$ cat config.mk
export PLATFORM = sky130hd
export DESIGN_NAME = mem_access_ctrl
export DESIGN_NICKNAME = d
export VERILOG_FILES = /design/src/rtl/mem_ctrl_pkg.sv /design/src/rtl/mem_timeout_counter.sv /design/src/rtl/mem_access_ctrl.sv
export SDC_FILE = /design/constraint.sdc
export NUM_CORES = 1
export LEC_CHECK = 0
export ABC_AREA = 1
export CELL_PAD_IN_SITES_DETAIL_PLACEMENT = 1
export CELL_PAD_IN_SITES_GLOBAL_PLACEMENT = 1
export CORE_MARGIN = 10
export CORE_UTILIZATION = 32
export DETAILED_ROUTE_END_ITERATION = 7
export HOLD_SLACK_MARGIN = 0.15
export PLACE_DENSITY_LB_ADDON = 0.3
export SLEW_MARGIN = 0
export SYNTH_ARGS = -nofsm -noshare
export SYNTH_HDL_FRONTEND = slang
export SYNTH_SLANG_ARGS = --single-unit
$ cat constraint.sdc
create_clock -name clk -period 4.5 [get_ports clk]
set_input_delay 0.9 -clock clk [delete_from_list [all_inputs] [get_ports clk]]
set_output_delay 0.9 -clock clk [all_outputs]
set_load 0.02 [all_outputs]
$ cat src/rtl/mem_ctrl_pkg.sv
// Shared definitions for the memory access controller: FSM state encoding,
// default parameter values and a small state-classification helper.
package mem_ctrl_pkg;

    localparam int DATA_W_DEF  = 32;
    localparam int TIMEOUT_DEF = 15;

    // FETCH/LOAD/STORE are the access states in which a strobe is held on the bus.
    typedef enum logic [2:0] {
        ST_IDLE  = 3'd0,
        ST_FETCH = 3'd1,
        ST_LOAD  = 3'd2,
        ST_STORE = 3'd3,
        ST_DONE  = 3'd4
    } state_t;

    // True while a bus access is outstanding.
    function automatic logic is_access(input state_t s);
        return (s == ST_FETCH) || (s == ST_LOAD) || (s == ST_STORE);
    endfunction

endpackage

$ cat src/rtl/mem_timeout_counter.sv
// Counts access cycles spent without mem_ready. The expired flag is high in
// the cycle that would make the count reach TIMEOUT, so the controller can
// abort on the same edge the TIMEOUT-th waiting cycle ends.
module mem_timeout_counter
    import mem_ctrl_pkg::*;
#(
    parameter int TIMEOUT = TIMEOUT_DEF
) (
    input  logic clk,
    input  logic rst,
    input  logic clear,
    input  logic enable,
    output logic expired
);

    localparam int CNT_W = $clog2(TIMEOUT + 1);
    localparam logic [CNT_W-1:0] LAST = CNT_W'(TIMEOUT - 1);

    logic [CNT_W-1:0] cnt_q;
    logic [CNT_W-1:0] cnt_d;

    // Next count: clear wins over enable; otherwise hold.
    always_comb begin
        cnt_d = cnt_q;
        if (clear) begin
            cnt_d = '0;
        end else if (enable) begin
            cnt_d = cnt_q + 1'b1;
        end
    end

    // Count register.
    always_ff @(posedge clk or posedge rst) begin
        if (rst) begin
            cnt_q <= '0;
        end else begin
            cnt_q <= cnt_d;
        end
    end

    assign expired = enable && !clear && (cnt_q == LAST);

endmodule

$ cat src/rtl/mem_access_ctrl.sv
// Shared memory bus sequencer. Arbitrates load, store and instruction fetch
// requests (ldr > str > fetch), drives the address-mux select and read/write
// strobes, waits for mem_ready and returns the read word. Every output is a
// flop, so mem_ready never reaches a strobe combinationally.
//
// Handshake: each requester raises its level request and holds it until its
// done pulse; the request is dropped on the edge that ends the done cycle.
// Requests are only looked at in IDLE, so a losing request simply waits.
module mem_access_ctrl
    import mem_ctrl_pkg::*;
#(
    parameter int DATA_W  = DATA_W_DEF,
    parameter int TIMEOUT = TIMEOUT_DEF
) (
    input  logic              clk,
    input  logic              rst,
    input  logic              fetch_req,
    output logic              fetch_done,
    output logic [DATA_W-1:0] instr_out,
    output logic              pc_stall,
    input  logic              ldr,
    output logic              ldr_done,
    output logic [DATA_W-1:0] ldr_data,
    input  logic              str,
    input  logic [DATA_W-1:0] str_data,
    output logic              str_done,
    output logic              sel_add_bus,
    output logic              mem_rd,
    output logic              mem_wr,
    output logic [DATA_W-1:0] mem_wdata,
    input  logic [DATA_W-1:0] mem_rdata,
    input  logic              mem_ready,
    output logic              bus_error,
    output state_t            dbg_state
);

    state_t            state_q,       state_d;
    logic              sel_add_bus_q, sel_add_bus_d;
    logic              mem_rd_q,      mem_rd_d;
    logic              mem_wr_q,      mem_wr_d;
    logic [DATA_W-1:0] mem_wdata_q,   mem_wdata_d;
    logic [DATA_W-1:0] instr_q,       instr_d;
    logic [DATA_W-1:0] ldr_data_q,    ldr_data_d;
    logic              fetch_done_q,  fetch_done_d;
    logic              ldr_done_q,    ldr_done_d;
    logic              str_done_q,    str_done_d;
    logic              bus_error_q,   bus_error_d;
    logic              pc_stall_q,    pc_stall_d;

    logic in_access;
    logic tmo_expired;

    assign in_access = is_access(state_q);

    mem_timeout_counter #(
        .TIMEOUT (TIMEOUT)
    ) u_timeout (
        .clk     (clk),
        .rst     (rst),
        .clear   (!in_access),
        .enable  (in_access && !mem_ready),
        .expired (tmo_expired)
    );

    // Next-state and registered-output logic; done/error pulses default low.
    always_comb begin
        state_d       = state_q;
        sel_add_bus_d = sel_add_bus_q;
        mem_rd_d      = mem_rd_q;
        mem_wr_d      = mem_wr_q;
        mem_wdata_d   = mem_wdata_q;
        instr_d       = instr_q;
        ldr_data_d    = ldr_data_q;
        pc_stall_d    = pc_stall_q;
        fetch_done_d  = 1'b0;
        ldr_done_d    = 1'b0;
        str_done_d    = 1'b0;
        bus_error_d   = 1'b0;

        case (state_q)
            ST_IDLE: begin
                if (ldr) begin
                    state_d       = ST_LOAD;
                    sel_add_bus_d = 1'b1;
                    mem_rd_d      = 1'b1;
                    pc_stall_d    = 1'b1;
                end else if (str) begin
                    state_d       = ST_STORE;
                    sel_add_bus_d = 1'b1;
                    mem_wr_d      = 1'b1;
                    mem_wdata_d   = str_data;
                    pc_stall_d    = 1'b1;
                end else if (fetch_req) begin
                    state_d       = ST_FETCH;
                    sel_add_bus_d = 1'b0;
                    mem_rd_d      = 1'b1;
                    pc_stall_d    = 1'b1;
                end
            end

            ST_FETCH, ST_LOAD, ST_STORE: begin
                if (mem_ready || tmo_expired) begin
                    state_d      = ST_DONE;
                    mem_rd_d     = 1'b0;
                    mem_wr_d     = 1'b0;
                    pc_stall_d   = 1'b0;
                    bus_error_d  = !mem_ready;
                    fetch_done_d = (state_q == ST_FETCH);
                    ldr_done_d   = (state_q == ST_LOAD);
                    str_done_d   = (state_q == ST_STORE);
                    if (mem_ready && state_q == ST_FETCH) begin
                        instr_d = mem_rdata;
                    end
                    if (mem_ready && state_q == ST_LOAD) begin
                        ldr_data_d = mem_rdata;
                    end
                end
            end

            ST_DONE: begin
                state_d = ST_IDLE;
            end

            default: begin
                state_d = ST_IDLE;
            end
        endcase
    end

    // State and output registers; reset aborts any access without a done pulse.
    always_ff @(posedge clk or posedge rst) begin
        if (rst) begin
            state_q       <= ST_IDLE;
            sel_add_bus_q <= 1'b0;
            mem_rd_q      <= 1'b0;
            mem_wr_q      <= 1'b0;
            mem_wdata_q   <= '0;
            instr_q       <= '0;
            ldr_data_q    <= '0;
            pc_stall_q    <= 1'b0;
            fetch_done_q  <= 1'b0;
            ldr_done_q    <= 1'b0;
            str_done_q    <= 1'b0;
            bus_error_q   <= 1'b0;
        end else begin
            state_q       <= state_d;
            sel_add_bus_q <= sel_add_bus_d;
            mem_rd_q      <= mem_rd_d;
            mem_wr_q      <= mem_wr_d;
            mem_wdata_q   <= mem_wdata_d;
            instr_q       <= instr_d;
            ldr_data_q    <= ldr_data_d;
            pc_stall_q    <= pc_stall_d;
            fetch_done_q  <= fetch_done_d;
            ldr_done_q    <= ldr_done_d;
            str_done_q    <= str_done_d;
            bus_error_q   <= bus_error_d;
        end
    end

    assign sel_add_bus = sel_add_bus_q;
    assign mem_rd      = mem_rd_q;
    assign mem_wr      = mem_wr_q;
    assign mem_wdata   = mem_wdata_q;
    assign instr_out   = instr_q;
    assign ldr_data    = ldr_data_q;
    assign pc_stall    = pc_stall_q;
    assign fetch_done  = fetch_done_q;
    assign ldr_done    = ldr_done_q;
    assign str_done    = str_done_q;
    assign bus_error   = bus_error_q;
    assign dbg_state   = state_q;

endmodule

==> summary.txt <==
status: finished clean
port bufs: 176
crit path kind: in2reg
RD Place Congestion: 0.770
Setup-failing EPs final: 0
num ports: 177
CP max-delay cell: clkdlybuf4s50_1
Synth Cell Area: 4520 um2
Pwr Total: 4.88 mW
Net Count, Synth: 531
Worst EP arrival: 2780 ps
CP Capture Type: register
slowest cell delay on critical path: 650 ps
Worst-Margin Slew: 915 ps
commonest non-fill, non-tap cell in the layout: clkdlybuf4s50_1
Initial Utilization: 32.6%
Synth-to-Final Area Change: 47.7%
post-place setup slack: 1570 ps
final worst slack: 1950 ps
global-route wire length before repair: 22,300 um
total number of vias: 3,743
critical-path cell list: clkdlybuf4s50_1 -> nand3_2 -> buf_4 -> nand2_1 -> o21ai_1
initial antenna violation count: 0
Post-CTS Setup Inserts: 0
Cell variety after synth: 23
Slew HR: 39.0%
Pre-antenna DRT Iters: 4
Seq cells post-synth: 111
CTS Buf Count: 9
fin crit share: 56.7%
MaxCap Viol Count: 0
worst skew pair latency: 350 ps
largest buffer count on any clock path: 2
CP top delay family: buffers and inverters
P_leak: 3.17 nW
Die H: 139 um
HP Class: reg2reg
die area: 19,300 um2
TritonCTS clock tree: done
Detail Route Antenna Nets: 0
H-tree depth: 3
FF-to-FF setup slack: 2380 ps
vias in the first global route: 4,090
Final Max Tran Viols: 0
die extent in x: 139 um
ANT cells: 0
grt total ovfl: 0
DRC viols: 0
PostCTS Resize Cnt: 0
drt initial violations: 165
CTS root buffer: clkbuf_16
syn avg cell area: 9.85 um2
largest net degree at the start of global routing: 65
share of cells above drive strength 1: 10.3%
Post-Synthesis Cells: 459
Max Fclk: 392 MHz
GRT Total Usage: 14.0%
CP Data Required Time: 4730 ps
Seq/Total Area, Yosys: 61.5%
wire length per cell: 16.7 um
min Tclk post-route: 2550 ps
maximum VDD drop: 0.343 mV
hold_buf cts: 0
Post-Route WL: 13,600 um
RSZ-0062 raised after global routing: no
clock-pin slew on the worst setup and hold paths: 80 ps
worst-path maximum fanout: 34
CP bufs+invs: 2
most frequent cells in the layout: 176 x clkdlybuf4s50_1, 146 x nand2_1, 111 x dfrtp_1, 39 x nand3_1, 36 x inv_1
Core Box Area: 13,900 um2
Setup TNS Final: 0 ps
Final Skew: 10.4 ps
Core Rows: 43
NumNets Final: 700
HPWL after DPL: 10,300 um
Power Density: 731 nW/um2
Sink Count: 111
Final Hold Fails: 0
Worst setup SP type: primary input
Synth warnings: 0
drt via density: 4.60
where the power goes:
part           internal, mW  leakage, nW  switching [mW]
logic                  1.03         1.61            1.30
registers              1.43         1.40           0.270
clock network         0.469        0.158           0.373
routing by layer:
metal | global-route usage, % | routed length, um | vias to the layer above
met5 | 0 | 0 | -
met4 | 4.94 | 263 | 0
met3 | 7.95 | 1700 | 15
met2 | 20.7 | 5920 | 135
met1 | 16.6 | 5710 | 1793
li1 | - | - | 1800
kinds of logic (layout without fill, tap and decap cells):
logic type / count (synthesis) / in the layout / share of synthesized area (%)
adders and majority gates: 2 / 2 / 0.554
and+or+nand+nor: 212 / 212 / 20.0
buffers and inverters: 63 / 237 / 7.42
DFF: 111 / 111 / 61.5
xor gates and xnor gates: 1 / 1 / 0.194
AOI/OAI and AO/OA: 70 / 70 / 10.4
path summary, 6_finish.rpt:
| check | from | to | cells after the start |
|---|---|---|---|
| worst max-delay path | mem_ready | ldr_data[3] | 5 |
| worst min-delay path | mem_wdata[21] | mem_wdata[21] | 2 |
| worst max register to register | dbg_state[1] | mem_wdata[10] | 6 |
| worst min register to register | mem_wdata[21] | mem_wdata[21] | 2 |
| max in group asynchronous | rst | u_timeout.cnt_q[1] | 3 |
| min in group asynchronous | rst | mem_wdata[14] | 2 |
worst min-delay path, delay by kind of cell (launching register included):
kind          cells  cell delay [ps]
simple gates      2              100
flops             1              340
sequential cells by signal, summed over array words and instances (netlist names), 3 cells and up:
register,count
instr_out,32
mem_wdata,32
dbg_state,3
u_timeout.cnt_q,4
ldr_data,32
cells in the mapped netlist (all sizes together):
library cell  count  area (um2)
nand2           147         559
o21ai            67         455
and3              1        6.26
nand3            41         223
inv              41         154
ha                2        25.0
a21oi             3        15.0
xor2              1        8.76
dfrtp           111        2780
nor3              2        10.0
nor2             18        85.1
nand4             3        18.8
buf              22         181
stage by stage:
step	instance area (um2)	hold WS, ps	cells	utilization, %
final	6670	474	813	48.1
after global routing	6670	507	813	48.1
after CTS	6670	481	813	48.1
after detailed placement	6360	462	797	45.8
after global placement	6360	452	797	45.8
after floorplan	4520	526	459	-
layout make-up:
cell class / count / area (um2)
fillers: 1589 / 7210
flip-flops and latches: 111 / 2780
repair buffers: 180 / 1790
multi-input cells: 285 / 1410
clock buffers: 11 / 253
well taps: 180 / 225
inverters: 41 / 156
clock inverters: 5 / 63.8
(Power assumes the default switching activity.)
